$ cat src/rtl/led_channel.sv
// rtl/led_channel.sv - per-LED PWM output stage with double-buffered duty/mode
//
// Purpose:
//   Generates an individual 8-bit PWM (256-step period) on clk_400K and selects
//   the final pin drive from the 2-bit LEDOUT mode. Duty and mode are held in
//   shadow registers that only update at the period boundary (or continuously
//   while sleeping), so the pin never glitches on a register write.
//
// Configuration:
//   LED_PHASE_SHIFT_EN - when defined, the PWM compare uses cnt + PHASE_OFS,
//                        shifting the pulse by PHASE_OFS cycles. When undefined,
//                        PHASE_OFS has no effect.
//
// Ports:
//   clk_400K        in   400 kHz clock, the only clock
//   reset_n         in   asynchronous active-low reset
//   sleep           in   low-power request; holds counter, forces off level
//   invrt           in   output polarity (1 = LED on when pin low)
//   ledout_mode     in   00 off, 01 on, 10 individual PWM, 11 PWM AND group
//   pwm_reg         in   individual duty N (N/256 on-time)
//   grp_pwm_signal  in   group PWM from group_pwm, same clock domain
//   led_out         out  registered pin drive
//   period_start    out  one-cycle pulse on the led_out sample from count 0

module led_channel #(
    parameter logic [7:0] PHASE_OFS = 8'd0
) (
    input  logic       clk_400K,
    input  logic       reset_n,
    input  logic       sleep,
    input  logic       invrt,
    input  logic [1:0] ledout_mode,
    input  logic [7:0] pwm_reg,
    input  logic       grp_pwm_signal,
    output logic       led_out,
    output logic       period_start
);

    typedef enum logic [1:0] {
        MODE_OFF   = 2'b00,
        MODE_ON    = 2'b01,
        MODE_PWM   = 2'b10,
        MODE_GROUP = 2'b11
    } mode_t;

    // Offset actually applied to the compare; zero unless phase shifting is built in.
`ifdef LED_PHASE_SHIFT_EN
    localparam logic [7:0] PHASE_APPLIED = PHASE_OFS;
`else
    localparam logic [7:0] PHASE_APPLIED = 8'd0;
`endif

    logic [7:0] cnt;
    logic [7:0] duty_sh;
    mode_t      mode_sh;
    logic [7:0] cnt_eff;
    logic       ind;
    logic       raw;
    logic       shadow_load;

    // Shadows follow the inputs continuously while asleep so that the first
    // active period after wake-up already uses the current settings.
    assign shadow_load = sleep || (cnt == 8'hFF);

    // Wraps mod 256; the period boundary and period_start stay tied to cnt.
    assign cnt_eff = cnt + PHASE_APPLIED;

    // Strict less-than: duty 0x00 never lights, 0xFF lights 255 of 256 cycles.
    assign ind = (cnt_eff < duty_sh);

    always_comb begin
        raw = 1'b0;
        unique case (mode_sh)
            MODE_OFF:   raw = 1'b0;
            MODE_ON:    raw = 1'b1;
            MODE_PWM:   raw = ind;
            MODE_GROUP: raw = ind & grp_pwm_signal;
            default:    raw = 1'b0;
        endcase
    end

    always_ff @(posedge clk_400K or negedge reset_n) begin
        if (!reset_n) begin
            cnt          <= 8'd0;
            duty_sh      <= 8'd0;
            mode_sh      <= MODE_OFF;
            led_out      <= 1'b0;
            period_start <= 1'b0;
        end else begin
            if (sleep) begin
                cnt <= 8'd0;
            end else begin
                cnt <= cnt + 8'd1;
            end

            if (shadow_load) begin
                duty_sh <= pwm_reg;
                mode_sh <= mode_t'(ledout_mode);
            end

            // Sleep drops straight to the off level; no pulse is completed.
            // invrt is deliberately unbuffered and applies on the next edge.
            led_out      <= sleep ? invrt : (raw ^ invrt);
            period_start <= !sleep && (cnt == 8'd0);
        end
    end

endmodule
$ cat config.mk
export PLATFORM = sky130hd
export DESIGN_NAME = led_channel
export DESIGN_NICKNAME = d
export VERILOG_FILES = /design/src/rtl/led_channel.sv
export SDC_FILE = /design/constraint.sdc
export NUM_CORES = 1
export LEC_CHECK = 0
export BUFFER_PORTS_ARGS = -buffer_cell sky130_fd_sc_hd__buf_2
export CAP_MARGIN = 20
export CORE_ASPECT_RATIO = 1.5
export CORE_MARGIN = 2
export CORE_UTILIZATION = 49
export DETAILED_ROUTE_END_ITERATION = 16
export PLACE_DENSITY = 0.78
export RECOVER_POWER = 25
export SKIP_LAST_GASP = 1
export SLEW_MARGIN = 20
export SYNTH_ARGS = -nofsm -noshare
export SYNTH_HDL_FRONTEND = slang
export SYNTH_SLANG_ARGS = --single-unit
$ cat constraint.sdc
create_clock -name clk_400K -period 1.45 [get_ports clk_400K]
set_input_delay 0.3625 -clock clk_400K [delete_from_list [all_inputs] [get_ports clk_400K]]
set_output_delay 0.3625 -clock clk_400K [all_outputs]
set_load 0.02 [all_outputs]
### Yosys cells after proc, flatten, opt, wreduce, memory -nomap -nowiden

Index checks and enable logic that the tools add are counted.

* flip-flop bits (word level): 20
* latch bits: 0
* RAM bits: 0
* bits in read-only memories: 0
* input port bits: 15
* word-level logic and storage cells: 21
* memories kept: 0

* add/sub/neg operators: 1
* multipliers: 0
* div/mod/pow operators: 0
* order comparisons: 1
* eq/ne operators: 4
* shift-type cells: 0
* multiplexer cells: 3
* bitwise logic cells: 2
* reduce and logical (&&, ||, !) cells: 5

Operator list (number)
* adder 8 x 1 -> 8 bit, second input constant: 1
* equality test 8 bit, second input constant: 1
* zero test 8 bit: 1
* < comparator 8 bit: 1
* 2-to-1 mux 8 bit: 1
* equality test 2 bit, second input constant: 2
* case mux 1 bit (4 select lines): 1
* equality test 2 x 1 -> 1 bit, second input constant: 1
* zero test 2 bit: 1
* AND 1 bit: 1
* logical AND 1 bit: 1
* zero test 1 bit: 1
* logical OR 1 bit: 1
* 2-to-1 mux 1 bit: 1
* XOR 1 bit: 1

### Depth between registers and ports, before layout

Gate-level depths: netlist (run 1).

* depth in word-level cells: 5
* depth in mapped cells: 6
* gate-level depth less buffers: 6

### Worst setup path after synthesis (run 1)

Ideal clock, no wire load.

* path type: flip-flop to flip-flop
* from: register cnt[0]
* to: register duty_sh[0]
* arrival: 1.439 ns
* required time: 1.325 ns
* slack: -0.114 ns
* stages on the path, launching flop included: 6
* buffers on the path: 0
* cell sequence: dfrtp_1 -> ha_1 -> nand2_1 -> nor2_2 -> a31oi_4 -> mux2_2

* longest elaborated chain between the ends: 2

RTL lines
* from (decl): RTL line 53 `logic [7:0] cnt;`
* from (signal assigned): RTL line 93 `cnt <= cnt + 8'd1;`
* equality test 8 bit: RTL line 63 `assign shadow_load = sleep || (cnt == 8'hFF);`
* logical OR 1 bit: RTL line 63
* to (signal assigned): RTL line 97 `duty_sh <= pwm_reg;`
* to (decl): RTL line 54 `logic [7:0] duty_sh;`

Every way passes these cells.
A chain may end at the register's enable or synchronous reset.

### Worst setup path in the final report (run 1)

* from: register cnt[5]
* to: register duty_sh[6]

The elaborated chain is that of the path after synthesis.

==> summary.txt, run 1 <==
Hold_buf cts: 0
Worst-path clk slew: 110 ps
CTS tree: built
Worst reg2reg setup slack: -70 ps
Commonest non-fill, non-tap cell in the layout: dfrtp_1
CTS buffer count: 3
Reg-to-Reg Start: cnt[5]
Grt ovf: 0
Iter 0 DRT Violations: 19
Ports: 17
First-pass iteration count of the detailed router: 4
Max IR drop VDD: 0.0006465 V
Largest net degree at the start of global routing: 21
RSZ-0062 raised after global routing: yes
Seq/Total Area, Yosys: 0.4751
Inserted Diodes: 0
Final setup violation count: 11
CTS H-tree depth: 1
Max cap viols: 0
First-pass GRT wire length: 4188 um
Final core utilization: 0.7117
Slowest CP cell: dfrtp_2
Number of synthesized register bits: 20
Pwr Density: 834.7 mW/mm^2
DRC: 0
CP Data Required Time: 1640 ps
Gp weighted congestion: 0.7924
Hold Crit Class: in2async
Post-Synthesis Cells: 97
Least-Margin Pin Slew: 1072 ps
DP HPWL: 1542 um
Layout area overhead: 36.94%
Design area: 0.001443 mm^2
Post-synth top area cell: dfrtp_1
Clock sinks: 20
Critical path origin: cnt[5]
Top-area cell type share of the netlist area: 0.4751
Leak Pwr: 0.7133 nW
Clock tree buffer depth: 2
Post-synthesis cell type count: 29
Vias in the first global route: 955
Type of the worst setup path: reg2reg
Starting Density: 0.5198
CP arrival: 1720 ps
Min Tclk post-route: 1524 ps
Nature of the critical path startpoint: flip-flop
Status: finished, violations left
Total global-route track usage: 0.2266
Initial antenna violation count: 0
Syn Area/Cell: 10.86 um^2
Die X: 41.86 um
Via count: 875
Slew Limit Fails: 0
R2R depth: 6
Crit share post-route: 1.051
Synth top area cells: dfrtp_1 (48%), ha_1 (11%), mux2_2 (11%)
Element type at the critical path end: flip-flop
Core ar.: 0.002027 mm^2
Synthesized area: 0.001054 mm^2
Placed cell areas: 0.001272 mm^2
Post-route setup slack: -73.72 ps
Fmax: 0.6563 GHz
Crit-path max FO: 5
Port buffer count: 16
Slowest Stage Delay on Critical Path: 460 ps
Antenna Nets Post-Route: 0
Layout cells sized above 1: 0.4593
Failing checks: setup timing
Cell Rows: 20
Die Y: 60.79 um
Via density per instance: 5.573
Final wirelength: 2622 um
Yosys warns: 0
Wirelength per Cell: 16.70 um
Die area: 0.002545 mm^2
Syn Nets: 121
R2r endpoint: duty_sh[6]
Root buffer cell: clkbuf_4
Max-slew headroom: 0.2852
Hold Vio Cnt, Final: 0
Post-layout nets: 160
Worst-path cell chain: buf_4 > nand3_4 > nor2_4 > a31oi_4 > buf_6 > mux2_4
Clk_lat worst skew: 300 ps
Most frequent cells in the layout: dfrtp_1 (19), buf_4 (17), buf_2 (15)
Clock skew: 2.142 ps
==> synthesized netlist by cell type (all sizes together) <==
cell type / n
dfrtp: 20
inv: 11
nor2: 11
mux2: 10
ha: 9
nand2: 5
o21ai: 5
nand3: 3
xnor2: 3
a31oi: 2
nand2b: 2
xor2: 2
a211o: 1
a211oi: 1
a21oi: 1
and4b: 1
clkbuf: 1
nand4: 1
nor2b: 1
nor3: 1
nor3b: 1
nor4: 1
o2111ai: 1
o211ai: 1
or2: 1
or3: 1
==> layout make-up <==
type,count,area [um^2]
flip-flops and latches,20,501.7
well taps,22,27.53
multi-input cells,65,606.8
clock buffers,4,36.28
fillers,133,584.3
repair buffers,35,229.0
inverters,11,41.29
==> critical path, delay by kind of cell, from the launching register on <==
kind	cells	cell delay (ps)
flip-flops	1	460
buffers and inverters	2	310
multiplexers	1	310
AO/OA/AOI/OAI	1	180
AND/OR/NAND/NOR	2	140
==> sequential cells by signal (all words and copies together), names as in the netlist <==
signal	count
duty_sh	8
mode_sh	2
cnt	8
period_start	1
led_out	1
==> stage by stage <==
| stage | TNS (ps) | setup slack (ps) | power, mW | instances | hold WS (ps) |
|---|---|---|---|---|---|
| global route | -1260 | -142.1 | 1.253 | 157 | 278.8 |
| global placement | -143.4 | -38.96 | 0.8149 | 145 | 324.7 |
| finish | -668.9 | -73.72 | 1.204 | 157 | 221.4 |
| detailed placement | -445.1 | -49.24 | 0.8254 | 145 | 341.3 |
| floorplan | -555.2 | -55.52 | 0.7435 | 97 | 66.91 |
| CTS | -579.8 | -56.97 | 1.200 | 155 | 4.308 |
==> routing by layer <==
layer,vias up,global-route usage,part of all wire
li1,409,-,-
met2,46,0.4397,0.54
met4,0,0.1613,0.039
met3,11,0.02679,0.054
met5,-,0,0
met1,409,0.2214,0.36
==> power by group <==
part | total [mW] | leakage, nW | switching, mW | internal [mW]
clock | 0.320 | 0.0210 | 0.167 | 0.153
sequential | 0.626 | 0.249 | 0.0268 | 0.599
combinational | 0.259 | 0.443 | 0.121 | 0.137
total | 1.20 | 0.713 | 0.315 | 0.890
==> repair_timing <==
item                                    in CTS  in global routing
gates cloned                                 1                  0
pin swaps                                    4                  7
resized for setup                           19                  6
endpoints found under the setup margin      11                 11
endpoints found under the hold margin        0                  0
setup buffers                                5                  4
==> worst max path at each step <==
stage	end	slack, ps	cells after the start
detailed placement	led_out	-50	6
floorplan	duty_sh[0]	-60	5
finish	duty_sh[6]	-70	6
global route	led_out	-140	6
global placement	led_out	-40	6
CTS	duty_sh[6]	-60	7
==> cells by family after synthesis <==
kind of cell             after synthesis  share of synthesized area
multiplexers                          10                     0.1069
buffers and inverters                 12                    0.04275
XOR/XNOR                               5                    0.04158
AO/OA/AOI/OAI                         12                    0.08551
adder cells (fa/ha/maj)                9                     0.1069
AND/OR/NAND/NOR                       29                     0.1414
flip-flops                            20                     0.4751
(Power assumes the default switching activity.)
==> inputs of run 2 (changes only) <==
--- a/config.mk
+++ b/config.mk
@@ -10,9 +10,9 @@
 export CORE_ASPECT_RATIO = 1.5
 export CORE_MARGIN = 2
 export CORE_UTILIZATION = 49
+export CTS_CLUSTER_DIAMETER = 150
 export DETAILED_ROUTE_END_ITERATION = 16
 export PLACE_DENSITY = 0.78
-export RECOVER_POWER = 25
 export SKIP_LAST_GASP = 1
 export SLEW_MARGIN = 20
 export SYNTH_ARGS = -nofsm -noshare
==> run 2 against run 1 <==
Compared with the run above: via count unchanged; largest power group unchanged; the run ends with hold timing, setup timing left; highest routed layer unchanged; final area about the same; setup slack stayed put.
==> summary.txt, run 2 (synthesis gave the netlist of run 1 again) <==
Status: finished, violations left
Failing checks: hold timing, setup timing
Hold_buf cts: 0
R2r endpoint: duty_sh[6]
Placed cell areas: 0.001272 mm^2
Fmax: 0.6563 GHz
Layout area overhead: 37.05%
Layout cells sized above 1: 0.4667
Nature of the critical path startpoint: flip-flop
Max IR drop VDD: 0.0006466 V
Pwr Density: 834.3 mW/mm^2
Crit path to: duty_sh[6]
Final core utilization: 0.7123
Port buffer count: 16
Least-Margin Pin Slew: 448.3 ps
Setup TNS: -668.9 ps
Root buffer cell: clkbuf_4
Via count: 875
Delay-heaviest family, CP: flip-flops
Leak Pwr: 0.7160 nW
Max cap viols: 0
Crit share post-route: 1.051
Clock tree buffer depth: 2
Hold slack: -12.26 ps
Hold Crit Class: in2async
Grt ovf: 0
First-pass GRT wire length: 4188 um
Die Y: 60.79 um
Worst-path clk slew: 110 ps
Most frequent cells in the layout: dfrtp_1 (19), buf_4 (17), buf_2 (16)
R2R depth: 6
Vias in the first global route: 955
CTS buffer count: 3
Type of the worst setup path: reg2reg
Biggest registers after layout: cnt (8), duty_sh (8), mode_sh (2)
CTS H-tree depth: 1
CP arrival: 1720 ps
Clock skew: 2.142 ps
Clk_lat worst skew: 300 ps
Via density per instance: 5.573
Final wirelength: 2623 um
Gp weighted congestion: 0.7924
Element type at the critical path end: flip-flop
Post-route setup slack: -73.72 ps
Critical path origin: cnt[5]
Ports: 17
Logic depth of the worst setup path including buffers: 6
Initial antenna violation count: 0
First-pass iteration count of the detailed router: 4
Total global-route track usage: 0.2266
Hold Vio Cnt, Final: 20
Placement Setup Slack: -49.24 ps
Die area: 0.002545 mm^2
Starting Density: 0.5198
Cell Rows: 20
Post-layout nets: 160
Slowest CP cell: dfrtp_2
Antenna Nets Post-Route: 0
DRC: 0
Die X: 41.86 um
WP buf/inv: 2
Worst-path cell chain: buf_4 > nand3_4 > nor2_4 > a31oi_4 > buf_6 > mux2_4
Final setup violation count: 11
CP Data Required Time: 1640 ps
Min Tclk post-route: 1524 ps
Worst reg2reg setup slack: -70 ps
Max-slew headroom: 0.7012
Slew Limit Fails: 0
CTS tree: built
RSZ-0062 raised after global routing: yes
Design area: 0.001444 mm^2
DP HPWL: 1542 um
Wirelength per Cell: 16.71 um
Slowest Stage Delay on Critical Path: 460 ps
Reg-to-Reg Start: cnt[5]
Crit-path max FO: 5
Commonest non-fill, non-tap cell in the layout: dfrtp_1
Iter 0 DRT Violations: 19
Clock sinks: 20
Inserted Diodes: 0
Largest net degree at the start of global routing: 21
Core ar.: 0.002027 mm^2
[run 2: layout make-up]
class                   count  area [um^2]
clock buffers               4        36.28
fillers                   132        583.1
inverters                  11        41.29
multi-input cells          65        606.8
flip-flops and latches     20        501.7
well taps                  22        27.53
repair buffers             35        230.2
[run 2: worst register-to-register path, stage by stage, from the launching register on]
cell	delay (ps)
dfrtp_2	460
buf_4	150
nand3_4	90
nor2_4	50
a31oi_4	180
buf_6	170
mux2_4	310
[run 2: worst min-delay path by stage]
stage | cells past startpoint | start | end
floorplan | 0 | reset_n | cnt[0]
detailed placement | 1 | reset_n | cnt[7]
finish | 1 | reset_n | period_start
global placement | 1 | reset_n | period_start
CTS | 1 | reset_n | led_out
global route | 1 | reset_n | led_out
[run 2: routing by layer]
layer / routed length [um] / up-vias / global-route usage
met1: 954 / 409 / 0.2214
met3: 142 / 11 / 0.02679
met2: 1424 / 46 / 0.4397
met4: 101 / 0 / 0.1613
met5: 0 / - / 0
li1: - / 409 / -
[run 2: what timing repair did]
item / CTS / global route
cloned: 1 / 0
pin swaps: 4 / 7
buffers inserted: 5 / 4
setup endpoints to repair: 11 / 11
gates resized for setup: 19 / 6
[run 2: through the flow]
step / hold slack (ps) / total power [mW] / std cells
after floorplan: 66.91 / 0.7435 / 97
after global placement: 324.7 / 0.8149 / 145
after detailed placement: 341.3 / 0.8254 / 145
after CTS: 4.308 / 1.200 / 155
after global routing: 22.09 / 1.253 / 157
final: -12.26 / 1.205 / 157
[run 2: power by group]
group	switching (mW)	leakage [nW]	internal (mW)	total, mW
sequential	0.0268	0.249	0.599	0.626
combinational	0.121	0.446	0.138	0.259
clock	0.167	0.0210	0.153	0.320
total	0.315	0.716	0.890	1.20
==> inputs of run 3 (changes only) <==
--- a/config.mk
+++ b/config.mk
@@ -12,6 +12,7 @@
 export CORE_UTILIZATION = 49
 export CTS_CLUSTER_DIAMETER = 150
 export DETAILED_ROUTE_END_ITERATION = 16
+export HOLD_SLACK_MARGIN = 0.15
 export PLACE_DENSITY = 0.78
 export SKIP_LAST_GASP = 1
 export SLEW_MARGIN = 20
==> constraint.sdc (replaced) <==
create_clock -name clk_400K -period 1.45 [get_ports clk_400K]
set_input_delay 0.3625 -clock clk_400K [delete_from_list [all_inputs] [get_ports clk_400K]]
set_output_delay 0.3625 -clock clk_400K [all_outputs]
set_load 0.01 [all_outputs]
==> run 3 against run 2 <==
Compared with the run above: the flow finishes with violations (setup timing); sequential cell count stayed put; sequential power hardly changed; maximum frequency hardly changed; critical path type unchanged; largest power group unchanged.
==> summary.txt, run 3 (synthesis gave the netlist of run 1 again) <==
Status: finished, violations left
Failing checks: setup timing
R2R depth: 6
WP buf/inv: 2
CP Data Required Time: 1640 ps
Final setup violation count: 11
Via count: 875
Critical path origin: cnt[5]
Pwr Density: 825.5 mW/mm^2
Inserted Diodes: 0
Sequential power share: 0.521
Root buffer cell: clkbuf_4
Core ar.: 0.002027 mm^2
CTS tree: built
Nature of the critical path startpoint: flip-flop
First-pass iteration count of the detailed router: 4
Placed cell areas: 0.001272 mm^2
RSZ-0062 raised after global routing: yes
R2r endpoint: duty_sh[6]
Max cap viols: 0
Total Power: 1.200 mW
Layout area overhead: 38.00%
Max-slew headroom: 0.6988
Biggest registers after layout: cnt (8), duty_sh (8), mode_sh (2)
Hold Vio Cnt, Final: 0
Reg-to-Reg Start: cnt[5]
Design area: 0.001454 mm^2
CP arrival: 1720 ps
Hold Crit Class: in2reg
Worst-path cell chain: buf_4 > nand3_4 > nor2_4 > a31oi_4 > buf_6 > mux2_4
Post-route setup slack: -74.68 ps
Commonest non-fill, non-tap cell in the layout: dfrtp_1
Clock tree buffer depth: 2
Type of the worst setup path: reg2reg
Antenna Nets Post-Route: 0
Most frequent cells in the layout: dfrtp_1 (19), buf_4 (17), buf_2 (16)
Die Y: 60.79 um
CTS buffer count: 3
DRC: 0
Multi-input logic area: 606.8 um^2
Max IR drop VDD: 0.0006466 V
Crit path to: duty_sh[6]
Worst reg2reg setup slack: -70 ps
Least-Margin Pin Slew: 451.8 ps
Delay-heaviest family, CP: flip-flops
Min Tclk post-route: 1525 ps
Clock sinks: 20
Initial antenna violation count: 0
Post-layout nets: 161
Switching Share: 0.2573
Wirelength per Cell: 16.62 um
Hold slack: 286.5 ps
Worst-path clk slew: 110 ps
Port buffer count: 16
Crit share post-route: 1.052
Grt ovf: 0
Reg area: 501.7 um^2
Clock skew: 2.405 ps
Leak Pwr: 0.7202 nW
Clk_lat worst skew: 300 ps
Fill cell count: 131
Iter 0 DRT Violations: 15
Die X: 41.86 um
Logic pwr share: 0.213
Psw: 308.8 uW
Final Non-Filler Cells: 158
Vias in the first global route: 955
Element type at the critical path end: flip-flop
Slowest CP cell: dfrtp_2
Placed insts: 145
Ports: 17
Slowest Stage Delay on Critical Path: 460 ps
First-pass GRT wire length: 4188 um
Largest net degree at the start of global routing: 21
Fmax: 0.6559 GHz
Crit-path max FO: 5
Clock Power Share: 0.266
CTS H-tree depth: 1
Final wirelength: 2626 um
Cell-internal power: 891.5 uW
Starting Density: 0.5198
Final core utilization: 0.7173
Slew Limit Fails: 0
Die area: 0.002545 mm^2
Layout cells sized above 1: 0.4632
Via density per instance: 5.538
Logic depth of the worst setup path including buffers: 6
Gp weighted congestion: 0.7924
Cell Rows: 20
DP HPWL: 1542 um
Total global-route track usage: 0.2266
==> run 3: timing repair <==
item | in CTS | in global routing
endpoints found under the hold margin | 20 | 0
endpoints found under the setup margin | 11 | 11
cloned | 1 | 0
gates resized for setup | 19 | 6
pin swaps | 4 | 7
buffers inserted | 5 | 4
hold buffers | 1 | 0
==> run 3: routing by layer <==
layer  global-route usage  share of wire  wire [um]
met5                    0              0          0
met4               0.1613          0.038        100
met1               0.2214           0.37        974
met2               0.4397           0.54       1425
met3              0.02679          0.048        125
==> run 3: worst min-delay path by stage <==
stage / slack (ps) / to / cells after the start / startpoint
6_report: 290 / mode_sh[0] / 2 / ledout_mode[0]
5_1_grt: 280 / mode_sh[0] / 2 / ledout_mode[0]
4_1_cts: 280 / mode_sh[0] / 2 / ledout_mode[0]
3_5_place_dp: 340 / cnt[7] / 1 / reset_n
3_3_place_gp: 320 / period_start / 1 / reset_n
2_1_floorplan: 70 / cnt[0] / 0 / reset_n
==> run 3: final cells by class <==
cell class,instances,share of cell area
Sequential cell,20,0.3451
Multi-Input combinational cell,65,0.4174
Clock buffer,4,0.02496
Timing Repair Buffer,36,0.1652
Inverter,11,0.02840
Tap cell,22,0.01893
==> run 3: power groups by stage <==
stage / combinational, mW / sequential [mW] / clock, mW
2_1_floorplan: 0.105 / 0.633 / 0
3_3_place_gp: 0.178 / 0.631 / 0
3_5_place_dp: 0.186 / 0.634 / 0
4_1_cts: 0.242 / 0.623 / 0.331
5_1_grt: 0.278 / 0.629 / 0.343
6_report: 0.255 / 0.626 / 0.319
==> run 3: metrics by stage <==
step | setup slack [ps] | setup TNS (ps)
final | -74.68 | -676.0
after global placement | -38.96 | -143.4
after global routing | -142.1 | -1260
after detailed placement | -49.24 | -445.1
after CTS | -56.97 | -579.8
after floorplan | -55.52 | -555.2
